$ cat config.mk
export PLATFORM = sky130hd
export DESIGN_NAME = pipe_stage_buf
export DESIGN_NICKNAME = d
export VERILOG_FILES = /design/src/rtl/pipe_stage_buf.sv
export SDC_FILE = /design/constraint.sdc
export NUM_CORES = 1
export LEC_CHECK = 0
export ABC_AREA = 1
export BUFFER_PORTS_ARGS = -buffer_cell sky130_fd_sc_hd__buf_2
export CAP_MARGIN = 10
export CORE_MARGIN = 5
export CORE_UTILIZATION = 50
export CTS_CLUSTER_DIAMETER = 100
export DETAILED_ROUTE_END_ITERATION = 10
export PLACE_DENSITY = 0.76
export SLEW_MARGIN = 20
export SYNTH_ARGS = -nofsm -noshare
export SYNTH_HDL_FRONTEND = slang
export SYNTH_SLANG_ARGS = --single-unit
export TNS_END_PERCENT = 20
$ cat constraint.sdc
create_clock -name clk_i -period 10.4 [get_ports clk_i]
set_input_delay 3.12 -clock clk_i [delete_from_list [all_inputs] [get_ports clk_i]]
set_output_delay 3.12 -clock clk_i [all_outputs]
set_load 0.05 [all_outputs]
$ cat src/rtl/pipe_stage_buf.sv
// pipe_stage_buf: elastic pipeline stage register carrying {instr, pc}
// between two stages, with a DEPTH-entry circular buffer, valid/ready on
// both sides and a synchronous flush that drops all held entries.
// Optional build macro PIPE_STAGE_BUF_PERF_EN adds saturating 16-bit
// stall/flush counters and their output ports.
module pipe_stage_buf #(
  parameter int unsigned        INSTR_W   = 32,
  parameter int unsigned        PC_W      = 32,
  parameter int unsigned        DEPTH     = 2,
  parameter logic [INSTR_W-1:0] NOP_INSTR = '0
) (
  input  logic               clk_i,
  input  logic               rst_n_i,
  input  logic               flush_i,
  input  logic               in_valid_i,
  output logic               in_ready_o,
  input  logic [INSTR_W-1:0] instr_i,
  input  logic [PC_W-1:0]    pc_i,
  output logic               out_valid_o,
  input  logic               out_ready_i,
  output logic [INSTR_W-1:0] instr_o,
  output logic [PC_W-1:0]    pc_o
`ifdef PIPE_STAGE_BUF_PERF_EN
  ,
  output logic [15:0]        stall_cnt_o,
  output logic [15:0]        flush_cnt_o
`endif
);

  localparam int unsigned       PTR_W    = (DEPTH > 1) ? $clog2(DEPTH) : 1;
  localparam int unsigned       CNT_W    = $clog2(DEPTH + 1);
  localparam logic [PTR_W-1:0]  PTR_LAST = PTR_W'(DEPTH - 1);
  localparam logic [CNT_W-1:0]  CNT_FULL = CNT_W'(DEPTH);

  logic [INSTR_W-1:0] instr_mem_q [DEPTH];
  logic [INSTR_W-1:0] instr_mem_d [DEPTH];
  logic [PC_W-1:0]    pc_mem_q    [DEPTH];
  logic [PC_W-1:0]    pc_mem_d    [DEPTH];
  logic [PTR_W-1:0]   wp_q, wp_d;
  logic [PTR_W-1:0]   rp_q, rp_d;
  logic [CNT_W-1:0]   count_q, count_d;
  logic               push;
  logic               pop;

  // Handshake flags decode registered occupancy only; full blocks refill
  // even when a pop happens in the same cycle.
  always_comb begin
    in_ready_o  = (count_q != CNT_FULL);
    out_valid_o = (count_q != '0);
    push        = in_valid_i & in_ready_o;
    pop         = out_valid_o & out_ready_i;
  end

  // Pointer and occupancy update; flush wins over push and pop.
  always_comb begin
    wp_d    = wp_q;
    rp_d    = rp_q;
    count_d = count_q;
    if (flush_i) begin
      wp_d    = '0;
      rp_d    = '0;
      count_d = '0;
    end else begin
      if (push) wp_d = (wp_q == PTR_LAST) ? '0 : wp_q + 1'b1;
      if (pop)  rp_d = (rp_q == PTR_LAST) ? '0 : rp_q + 1'b1;
      unique case ({push, pop})
        2'b10:   count_d = count_q + 1'b1;
        2'b01:   count_d = count_q - 1'b1;
        default: count_d = count_q;
      endcase
    end
  end

  // Storage write on push; a push during flush lands in a slot that the
  // reset pointers make unreachable, so it is effectively discarded.
  always_comb begin
    instr_mem_d = instr_mem_q;
    pc_mem_d    = pc_mem_q;
    if (push) begin
      instr_mem_d[wp_q] = instr_i;
      pc_mem_d[wp_q]    = pc_i;
    end
  end

  // Control state: asynchronous active-low reset empties the buffer.
  always_ff @(posedge clk_i or negedge rst_n_i) begin
    if (!rst_n_i) begin
      wp_q    <= '0;
      rp_q    <= '0;
      count_q <= '0;
    end else begin
      wp_q    <= wp_d;
      rp_q    <= rp_d;
      count_q <= count_d;
    end
  end

  // Payload storage is deliberately left out of reset.
  always_ff @(posedge clk_i) begin
    instr_mem_q <= instr_mem_d;
    pc_mem_q    <= pc_mem_d;
  end

  // Head entry, or NOP/zero when empty (no bypass from the input).
  always_comb begin
    instr_o = out_valid_o ? instr_mem_q[rp_q] : NOP_INSTR;
    pc_o    = out_valid_o ? pc_mem_q[rp_q]    : '0;
  end

`ifdef PIPE_STAGE_BUF_PERF_EN
  logic [15:0] stall_cnt_q, stall_cnt_d;
  logic [15:0] flush_cnt_q, flush_cnt_d;

  // Saturating event counters: downstream back-pressure and non-empty flushes.
  always_comb begin
    stall_cnt_d = stall_cnt_q;
    flush_cnt_d = flush_cnt_q;
    if (out_valid_o && !out_ready_i && (stall_cnt_q != '1))
      stall_cnt_d = stall_cnt_q + 16'd1;
    if (flush_i && (count_q != '0) && (flush_cnt_q != '1))
      flush_cnt_d = flush_cnt_q + 16'd1;
  end

  // Counters are cleared only by reset.
  always_ff @(posedge clk_i or negedge rst_n_i) begin
    if (!rst_n_i) begin
      stall_cnt_q <= '0;
      flush_cnt_q <= '0;
    end else begin
      stall_cnt_q <= stall_cnt_d;
      flush_cnt_q <= flush_cnt_d;
    end
  end

  // Counter outputs.
  always_comb begin
    stall_cnt_o = stall_cnt_q;
    flush_cnt_o = flush_cnt_q;
  end
`endif

endmodule

==> flow_summary.toml <==
[run_status]
status = "completed"

[floorplanning]
dieArea_um2 = 12200
core-area_um2 = 9820
ios = 135
start_util = 0.515
dieWidth_um = 111
rows = 36
fp.dieH_um = 111

[worst_setup_path]
path_class = "reg2out"
arrival_ns = 3.00
crit_required_ns = 7.28
crit_fanout = 66
crit_path_start_kind = "register"
crit_path_end_kind = "output port"

[clock_network]
cts_setup_buffers = 0
htree_levels = 4
clkSinkCount = 132
clk_pin_slew_ns = 0.06
tritoncts = "yes"
ctsHoldBuffers = 0
clock_latency_ns = 0.51
cts_max_path_buffers = 2
cts_buffers = 17
cts_root_buf = "clkbuf_8"
cts_resized = 0

[yosys]
syn_area_per_cell_um2 = 13.4
ys_warn_count = 0
syn_area_um2 = 5060
synth_top_cell_by_area = "edfxtp_1"
synthDistinctLibCells = 17
synth_edf_count = 128
synth_fp_nets = 448
ys_top_cells_by_count = "nand2_1 (136), edfxtp_1 (128), a21oi_1 (61)"
yosysMostFrequentCell = "nand2_1"
ys_seq_area_frac = 0.779
synth_area_leaders = "edfxtp_1 (76%), nand2_1 (10%), a21oi_1 (6.0%)"
async_flop_share = 0.0303
ys_ff_latch = 132
syn_inst = 379
synth_top_area_frac = 0.759
synth_flop_cell = "edfxtp_1"

[route]
viasPerCell = 5.03
wl_per_cell_um = 15.7
vias = 3320
first_iter_violations = 276
drt-total-wl_um = 10400
dr.pass1.iters = 4
remaining_drc_errors = 0
postRouteAntennaNets = 0

[sta]
min_period_ns = 6.12
rsz0062_at_grt = "no"
setup_viol = 0
max_freq_mhz = 164
finalClockSkew_ns = 0.00685
setup_ws_ns = 4.28
fin_tns_setup_ns = 0
fin_crit_sh = 0.588
tightest_slew_ns = 0.953
slew_headroom = 0.364
slew_viol_final = 0
hold_viol = 0

[finish]
num-fill-cells = 739
diodes = 0
utilization = 0.647
drive_gt1_frac = 0.343
final_cells = 660
multiInputGateArea_um2 = 965
seqCellArea_um2 = 3950
syn_to_final_growth_pct = 25.4
nets = 583

[grt]
grt_antenna_before_repair = 1
grt_max_degree = 67
grt.overflow.total = 0
grt_pass1_vias = 3355
grt_pass1_wl_um = 16300
groute.usage.overall = 0.169

[placed_design]
place_worst_setup_slack_ns = 4.90
hpwl_um = 6360
placed_cells = 628
place_congestion = 0.823
port_buffers = 134

[power_and_ir_drop]
power.density_nw_per_um2 = 254
p_leak_uw = 0.00257
vdd_ir_drop_max_mv = 0.145

[worst_hold_path]
min_path_type = "reg2reg"

[run]
drv_cap = 0
[metal layers]
| layer | part of all wire | GRT usage |
|---|---|---|
| met5 | 0.00067 | 0 |
| met3 | 0.089 | 0.0580 |
| met4 | 0.0029 | 0.0591 |
| met1 | 0.41 | 0.205 |
| met2 | 0.50 | 0.282 |
[stage by stage]
| step | area [µm²] | hold WS, ns | total power, µW |
|---|---|---|---|
| detailed placement | 5800 | 0.613 | 1090 |
| global placement | 5800 | 0.610 | 1080 |
| finish | 6350 | 0.622 | 1610 |
| CTS | 6350 | 0.631 | 1630 |
| global route | 6350 | 0.665 | 1680 |
| floorplan | 5060 | 0.524 | 998 |
[flip-flops by register name, summed over array words and instances, names as in the netlist]
| name | flops |
|---|---|
| pc_mem_q | 64 |
| rp_q | 1 |
| instr_mem_q | 64 |
| count_q | 2 |
| wp_q | 1 |
[path summary, 6_finish.rpt]
check,cells past startpoint,endpoint,slack (ns),from
hold reg to reg,2,wp_q$_DFFE_PN0P_,0.62,wp_q$_DFFE_PN0P_
max in group asynchronous,1,rp_q$_DFFE_PN0P_,7.85,rst_n_i
min in group asynchronous,1,rp_q$_DFFE_PN0P_,2.41,rst_n_i
hold / removal,2,wp_q$_DFFE_PN0P_,0.62,wp_q$_DFFE_PN0P_
setup / recovery,4,pc_o[16],4.28,rp_q$_DFFE_PN0P_
setup reg to reg,3,rp_q$_DFFE_PN0P_,7.92,rp_q$_DFFE_PN0P_
[area by class of cell]
cell class / instances / area share
Clock buffer: 17 / 0.0652
Clock inverter: 15 / 0.0213
Tap cell: 133 / 0.0262
Inverter: 7 / 0.00434
Timing Repair Buffer: 137 / 0.109
Sequential cell: 132 / 0.622
Multi-Input combinational cell: 219 / 0.152
[logic make-up after synthesis]
kind of cell / Yosys count / share of synthesized area
DFF: 132 / 0.779
buffers and inverters: 28 / 0.0346
AOI/OAI and AO/OA: 69 / 0.0724
and+or+nand+nor: 150 / 0.114
[cell usage in the layout (no fill, tap or decap)]
cell type / instances
nor2_1: 4
nand4_1: 1
inv_1: 5
buf_4: 3
a21oi_2: 5
clkinv_4: 5
clkinv_1: 1
edfxtp_1: 128
inv_6: 2
nand3_1: 4
bufinv_16: 1
dfrtp_1: 3
a21oi_1: 61
inv_2: 1
nor2_4: 3
clkbuf_16: 16
a21boi_0: 1
clkbuf_8: 1
clkinv_2: 3
o21ai_0: 2
nand2_1: 136
clkinvlp_4: 4
dfrtp_4: 1
nand2_2: 2
buf_2: 134
[worst max-delay path: stages, from the launching register on]
cell	delay, ns
dfrtp_4	0.87
clkinv_2	0.95
nand2_1	0.24
a21oi_1	0.12
buf_2	0.27
[power breakdown]
group          switching, µW  leakage (µW)  internal [µW]
sequential              24.7       0.00125            636
clock                    221      0.000258            317
combinational            332       0.00107           83.1
total                    578       0.00257           1040
Power figures use the tool's default switching activity.
